**src/rtl/nor_gate_pkg.sv**
```systemverilog
// Shared definitions for the basic-gates library: default widths and the
// saturating increment used by every gate block that keeps a hit counter.
package gates_pkg;

  localparam int GATE_W_DEFAULT     = 1;
  localparam int GATE_CNT_W_DEFAULT = 8;

  function automatic int unsigned sat_inc(input int unsigned value, input int unsigned max);
    return (value >= max) ? max : value + 1;
  endfunction

endpackage

```
**src/rtl/nor_gate_if.sv**
```systemverilog
// Operand/result bundle for a two-input gate block; master drives operands,
// slave (the gate) drives the combinational and registered results.
interface nor_gate_if
  import gates_pkg::*;
#(
  parameter int WIDTH = GATE_W_DEFAULT,
  parameter int CNT_W = GATE_CNT_W_DEFAULT
);

  logic [WIDTH-1:0] A;
  logic [WIDTH-1:0] B;
  logic             in_valid;
  logic [WIDTH-1:0] Out;
  logic [WIDTH-1:0] out_q;
  logic             out_valid;
  logic             all_ones;
  logic [CNT_W-1:0] hit_count;

  modport master (
    output A, B, in_valid,
    input  Out, out_q, out_valid, all_ones, hit_count
  );

  modport slave (
    input  A, B, in_valid,
    output Out, out_q, out_valid, all_ones, hit_count
  );

endinterface

```
**src/rtl/nor_gate_out_reg.sv**
```systemverilog
// Valid-qualified result register shared by the gate blocks: holds the last
// accepted result, pulses valid for one cycle per accept, and flags all-ones.
module gate_out_reg #(
  parameter int WIDTH = 1
) (
  input  logic             clk,
  input  logic             rst,
  input  logic             i_valid,
  input  logic [WIDTH-1:0] i_data,
  output logic [WIDTH-1:0] o_data,
  output logic             o_valid,
  output logic             o_all_ones
);

  logic [WIDTH-1:0] r_data;
  logic             r_valid;
  logic             r_all_ones;

  always_ff @(posedge clk) begin
    if (rst) begin
      r_data     <= '0;
      r_valid    <= 1'b0;
      r_all_ones <= 1'b0;
    end else begin
      r_valid <= i_valid;
      if (i_valid) begin
        r_data     <= i_data;
        r_all_ones <= &i_data;
      end
    end
  end

  assign o_data     = r_data;
  assign o_valid    = r_valid;
  assign o_all_ones = r_all_ones;

endmodule

```
**src/rtl/nor_gate.sv**
```systemverilog
// Bitwise two-input NOR with a zero-latency output, a 1-cycle registered copy
// with valid/all-ones flags, and a saturating count of all-ones results.
module nor_gate
  import gates_pkg::*;
#(
  parameter int WIDTH = GATE_W_DEFAULT,
  parameter int CNT_W = GATE_CNT_W_DEFAULT
) (
  input  logic      clk,
  input  logic      rst,
  nor_gate_if.slave bus
);

  if (WIDTH < 1 || CNT_W < 1) begin : g_bad_param
    $error("nor_gate: WIDTH and CNT_W must both be at least 1");
  end

  localparam int unsigned CNT_MAX = 32'({CNT_W{1'b1}});

  logic [WIDTH-1:0] w_nor;
  logic             w_hit;
  logic [CNT_W-1:0] r_hit_count;

  assign w_nor   = ~(bus.A | bus.B);
  assign w_hit   = bus.in_valid & (&w_nor);
  assign bus.Out = w_nor;

  gate_out_reg #(
    .WIDTH (WIDTH)
  ) u_out_reg (
    .clk        (clk),
    .rst        (rst),
    .i_valid    (bus.in_valid),
    .i_data     (w_nor),
    .o_data     (bus.out_q),
    .o_valid    (bus.out_valid),
    .o_all_ones (bus.all_ones)
  );

  // Counter sticks at its maximum rather than wrapping back to zero.
  always_ff @(posedge clk) begin
    if (rst) begin
      r_hit_count <= '0;
    end else if (w_hit) begin
      r_hit_count <= CNT_W'(sat_inc(32'(r_hit_count), CNT_MAX));
    end
  end

  assign bus.hit_count = r_hit_count;

endmodule

```
**src/flat_wrapper.sv**
```systemverilog
// flat-port wrapper written by rule: the top's interface ports become plain ports
module nor_gate_flat import gates_pkg::*;
#(
  parameter int WIDTH = GATE_W_DEFAULT,
  parameter int CNT_W = GATE_CNT_W_DEFAULT
)
  (clk, rst, bus_A, bus_B, bus_in_valid, bus_Out, bus_out_q, bus_out_valid, bus_all_ones, bus_hit_count);
  nor_gate_if #(.WIDTH(WIDTH), .CNT_W(CNT_W)) bus_i ();
  input  logic clk;
  input  logic rst;
  input wire logic [$bits(bus_i.A)-1:0] bus_A;
  input wire logic [$bits(bus_i.B)-1:0] bus_B;
  input wire logic [$bits(bus_i.in_valid)-1:0] bus_in_valid;
  output wire logic [$bits(bus_i.Out)-1:0] bus_Out;
  output wire logic [$bits(bus_i.out_q)-1:0] bus_out_q;
  output wire logic [$bits(bus_i.out_valid)-1:0] bus_out_valid;
  output wire logic [$bits(bus_i.all_ones)-1:0] bus_all_ones;
  output wire logic [$bits(bus_i.hit_count)-1:0] bus_hit_count;
  assign bus_i.A = bus_A;
  assign bus_i.B = bus_B;
  assign bus_i.in_valid = bus_in_valid;
  assign bus_Out = bus_i.Out;
  assign bus_out_q = bus_i.out_q;
  assign bus_out_valid = bus_i.out_valid;
  assign bus_all_ones = bus_i.all_ones;
  assign bus_hit_count = bus_i.hit_count;
  nor_gate #(.WIDTH(WIDTH), .CNT_W(CNT_W)) u_core (.clk(clk), .rst(rst), .bus(bus_i));
endmodule
```
**config.mk**
```make
export PLATFORM = sky130hd
export DESIGN_NAME = nor_gate_flat
export DESIGN_NICKNAME = d
export VERILOG_FILES = /design/src/rtl/nor_gate_pkg.sv /design/src/rtl/nor_gate_if.sv /design/src/rtl/nor_gate_out_reg.sv /design/src/rtl/nor_gate.sv /design/src/flat_wrapper.sv
export SDC_FILE = /design/constraint.sdc
export NUM_CORES = 1
export LEC_CHECK = 0
export CAP_MARGIN = 20
export CORE_MARGIN = 2
export CORE_UTILIZATION = 38
export CTS_BUF_LIST = sky130_fd_sc_hd__clkbuf_4 sky130_fd_sc_hd__clkbuf_8
export CTS_CLUSTER_SIZE = 24
export DETAILED_ROUTE_END_ITERATION = 6
export PLACE_DENSITY_LB_ADDON = 0.05
export SLEW_MARGIN = 20
export SYNTH_ARGS = -nofsm -noshare
export SYNTH_HDL_FRONTEND = slang
export SYNTH_SLANG_ARGS = --single-unit
```
**constraint.sdc**
```tcl
create_clock -name clk -period 3.1 [get_ports clk]
set_input_delay 0.465 -clock clk [delete_from_list [all_inputs] [get_ports clk]]
set_output_delay 0.465 -clock clk [all_outputs]
set_load 0.01 [all_outputs]
```
======== Word-level counts from Yosys, hierarchy flattened ========
Cells that the tools add are included.
storage, ports and cells
  register bits ........................... 10
  input bits .............................. 5
operators by class
  add/sub/neg operators ................... 1
  $lt $le $gt $ge ......................... 1
  multiplexer cells ....................... 1
  bitwise gates (word level) .............. 3
operator list
  operator             count
  $add 8x1->8 const B  1
  $ge 8x8->1 const B   1
  $mux 8               1
  $and 1x1->1          1
  $not 1->1            1
  $or 1x1->1           1

======== Longest topological paths before layout ========
  word-level depth ........................ 3
  mapped depth ............................ 4
  mapped depth without buffers ............ 4

======== By module ========
A second synthesis with hierarchy kept.
unflattened totals
  cells, all modules ...................... 53
  area total of the unflattened synthesis .. 485.5 um^2
modules (own cells, without submodules)
  module        instances  cells an instance  area an instance (um^2)  sequential area each (um^2)
  nor_gate      1          47                 417.9                    160.2
  gate_out_reg  1          6                  67.6                     40.0

======== Worst setup path before layout ========
OpenSTA, ideal clock, no wires.
  kind .................................... reg-to-reg
  from .................................... register u_core.r_hit_count[0] (netlist: u_core.bus.hit_count[0])
  to ...................................... register u_core.r_hit_count[6] (netlist: u_core.bus.hit_count[6])
  setup time .............................. 129 ps
  arrival time ............................ 1,233 ps
  setup slack ............................. 1,738 ps
  stages on the path, launching flop included .. 5
  period minus slack after synthesis ...... 1,362 ps
  path through ............................ dfxtp_1 -> ha_1 -> nor3b_4 -> and4b_1 -> a211oi_2
on the way
  longest elaborated chain between the ends .. 2
  elaborated cells on any way between the ends .. 3
  those cells by class .................... add/sub (1); order compare (1); mux (1)
ends and longest elaborated chain
  what                                       line               RTL
  start: declaration                         nor_gate.sv:22     logic [CNT_W-1:0] r_hit_count;
  start signal: assignment                   nor_gate.sv:45     r_hit_count <= CNT_W'(sat_inc(32'(r_hit_count), CNT_MAX));
  $add 8x1->8 or $ge 8x8->1 (tied branches)  nor_gate_pkg.sv:9  return (value >= max) ? max : value + 1;
  $mux 8 *                                   nor_gate_pkg.sv:9
Every way passes the cells marked *; elsewhere a longest branch is shown, timed or not.
A chain may end at the register's enable or synchronous reset.

======== Final worst setup path ========
  from .................................... input bus_B
  to ...................................... output bus_Out
on the way
  longest elaborated chain between the ends .. 2
ends and longest elaborated chain
  what                line                RTL
  start: declaration  flat_wrapper.sv:12  input wire logic [$bits(bus_i.B)-1:0] bus_B;
  $or 1x1->1          nor_gate.sv:24      assign w_nor = ~(bus.A | bus.B);
  $not 1->1           nor_gate.sv:24
  end: declaration    flat_wrapper.sv:14  output wire logic [$bits(bus_i.Out)-1:0] bus_Out;
No other way between the ends.

==> impl_metrics.json <==
{
  "grt_first_pass_wirelength_um": 1566,
  "switching_share": 0.2156,
  "reg2regPathDepth": 4,
  "hold_class": "reg -> reg",
  "grt_max_degree": 11,
  "power.clock.fraction": 0.428,
  "syn_inst": 52,
  "switching_power_uw": 59.41,
  "clkTransAtPathRegs_ns": 0.07,
  "drive_gt1_frac": 0.1714,
  "critical_path_arrival_ns": 1.66,
  "rsz0062_at_grt": "no",
  "vdd_drop_max_mv": 0.1932,
  "syn_nets": 58,
  "p_per_area_nw_per_um2": 381.0,
  "numCtsBuffers": 3,
  "fmax_ghz": 0.4704,
  "ys_top_cells_by_area": "dfxtp_1 38%, a21oi_1 5.7%, a211oi_1 4.3%, a31oi_1 3.6%, nor3b_4 3.6%",
  "start_util": 0.4048,
  "via_count": 483,
  "start_kind": "input pin",
  "cp_max_fo": 5,
  "yosysWarnings": 0,
  "drc_errors": 0,
  "grt_use_total": 0.1486,
  "portBuffers": 16,
  "period_needed_ns": 2.126,
  "hold_viol_final": 0,
  "outcome": "finished clean",
  "htree_levels": 1,
  "power.internal_uw": 216.1,
  "syn_area_per_cell_sq_um": 10.13,
  "leakagePower_uw": 0.0002426,
  "multi_input_area_sq_um": 304.0,
  "fin_util": 0.5558,
  "cap_violations": 0,
  "grt_pass1_vias": 367,
  "fin_crit_sh": 0.6857,
  "r2r_slack_ns": 1.65,
  "ys_ff_latch": 10,
  "path_class": "in -> out",
  "setup_viol": 0,
  "final_antenna_net_count": 0,
  "grt_antenna_before_repair": 0,
  "worstSkewPairLatency_ns": 0.27,
  "num_rows": 13,
  "avgViaCountPerCell": 5.682,
  "cts_tree": "done",
  "postCtsSetupBuffers": 0,
  "postCtsResizedCells": 0,
  "synth_edf_count": 0,
  "cts_sinks": 10,
  "die_height_um": 41.23,
  "synth_cell_types": 29,
  "totalNegativeSetupSlack_ns": 0,
  "hpwl_um": 776.2,
  "power_frac_comb": 0.091,
  "wl_per_cell_um": 12.52,
  "synthesis.area_sq_um": 526.8,
  "cts_hold_buf": 0,
  "maxSlewHeadroom": 0.7438,
  "die_area_sq_um": 1700,
  "first_pass_iters": 4,
  "dr.first_iter.drc_count": 9,
  "yosysTopAreaCellShare": 0.3800,
  "hold_path_depth": 2,
  "core_sq_um": 1301,
  "diodes": 0,
  "area_growth_pct": 37.29,
  "maxSlewViolCount": 0,
  "die_w_um": 41.23,
  "num_io_pins": 17,
  "power_frac_seq": 0.481,
  "ff_latch_area_sq_um": 200.2,
  "cp_data_required_time_ns": 2.63,
  "finalNetCount": 77,
  "yosysTopAreaCell": "dfxtp_1",
  "synth_ff_type": "dfxtp_1",
  "endpoint_kind": "output pin",
  "seq_area_frac_synth": 0.3800,
  "fin_skew_ns": 0.007745,
  "nFillCells": 128,
  "gp_congestion": 0.7650,
  "clockBufferDepth": 2,
  "cts_root_buffer": "clkbuf_4",
  "worstMarginPinSlew_ns": 0.3831,
  "wirelength_um": 1064,
  "grt_overflow_total": 0,
  "async_flop_share": 0
}
==> flip-flops by register name (all words and copies together) (netlist names) <==
signal,flops
u_core.u_out_reg.o_valid,1
u_core.bus.hit_count,8
u_core.u_out_reg.o_all_ones,1
==> logic make-up after synthesis <==
kind of cell / count (synthesis) / share of synthesized area
multiplexers: 1 / 0.01900
XOR/XNOR: 1 / 0.01663
flip-flops: 10 / 0.3800
adder cells (fa/ha/maj): 1 / 0.02375
buffers and inverters: 3 / 0.04275
AO/OA/AOI/OAI: 16 / 0.2185
AND/OR/NAND/NOR: 20 / 0.2993
==> cell usage after synthesis (all sizes together), types with 2 or more instances <==
| cell type | number |
|---|---|
| nand3 | 3 |
| buf | 2 |
| nor2 | 4 |
| a21oi | 6 |
| nor3b | 2 |
| and3 | 2 |
| a211oi | 4 |
| dfxtp | 10 |
| a31oi | 3 |
==> layout by cell type, fill, tap and decap left out, drive strengths merged, types with 2 or more instances in the layout <==
cell           instances
nor2                   4
a31oi                  3
nand3                  3
dfxtp                 10
clkdlybuf4s50         16
a21oi                  6
and3                   2
a211oi                 4
nor3b                  2
clkbuf                 4
==> stage by stage <==
stage	hold slack, ns	instances	instance area [sq um]	setup WS (ns)	total power (uW)
finish	0.5273	85	723.2	0.9742	275.5
global route	0.5782	85	723.2	0.8981	284.5
CTS	0.5402	85	723.2	0.9666	278.7
detailed placement	0.5246	81	686.9	0.9663	160.7
global placement	0.5032	81	686.9	0.9915	160.5
floorplan	0.5398	52	526.8	1.738	146.7
==> power by group through the flow <==
| stage | Sequential (uW) | Combinational (uW) | Clock [uW] |
|---|---|---|---|
| floorplan | 136 | 10.4 | 0 |
| global placement | 135 | 25.0 | 0 |
| detailed placement | 135 | 25.2 | 0 |
| CTS | 132 | 25.3 | 121 |
| global route | 133 | 27.7 | 124 |
| finish | 132 | 25.1 | 118 |
==> path summary, 6_finish.rpt <==
kind,from,end
worst max-delay path,bus_B,bus_Out
worst min register to register,u_core.u_out_reg.o_all_ones,u_core.u_out_reg.o_all_ones
worst max register to register,u_core.bus.hit_count[0],u_core.bus.hit_count[6]
worst min-delay path,u_core.u_out_reg.o_all_ones,u_core.u_out_reg.o_all_ones
==> critical path, cell delays in order <==
cell	delay (ns)
clkdlybuf4s50_1	0.51
nor2_1	0.14
clkdlybuf4s50_1	0.54
==> area by class of cell <==
type	count	share of cell area
clock buffer	4	0.05017
inverter	1	0.005190
multi-input combinational	39	0.4204
sequential	10	0.2768
tap	15	0.02595
timing repair buffer	16	0.2215
==> routing by layer <==
layer,vias to the layer above,part of all wire,GRT usage
met4,0,0.018,0.1210
li1,245,-,-
met1,221,0.51,0.1889
met2,15,0.41,0.2109
met3,2,0.064,0.03261
met5,-,0,0
Power figures use the tool's default switching activity.
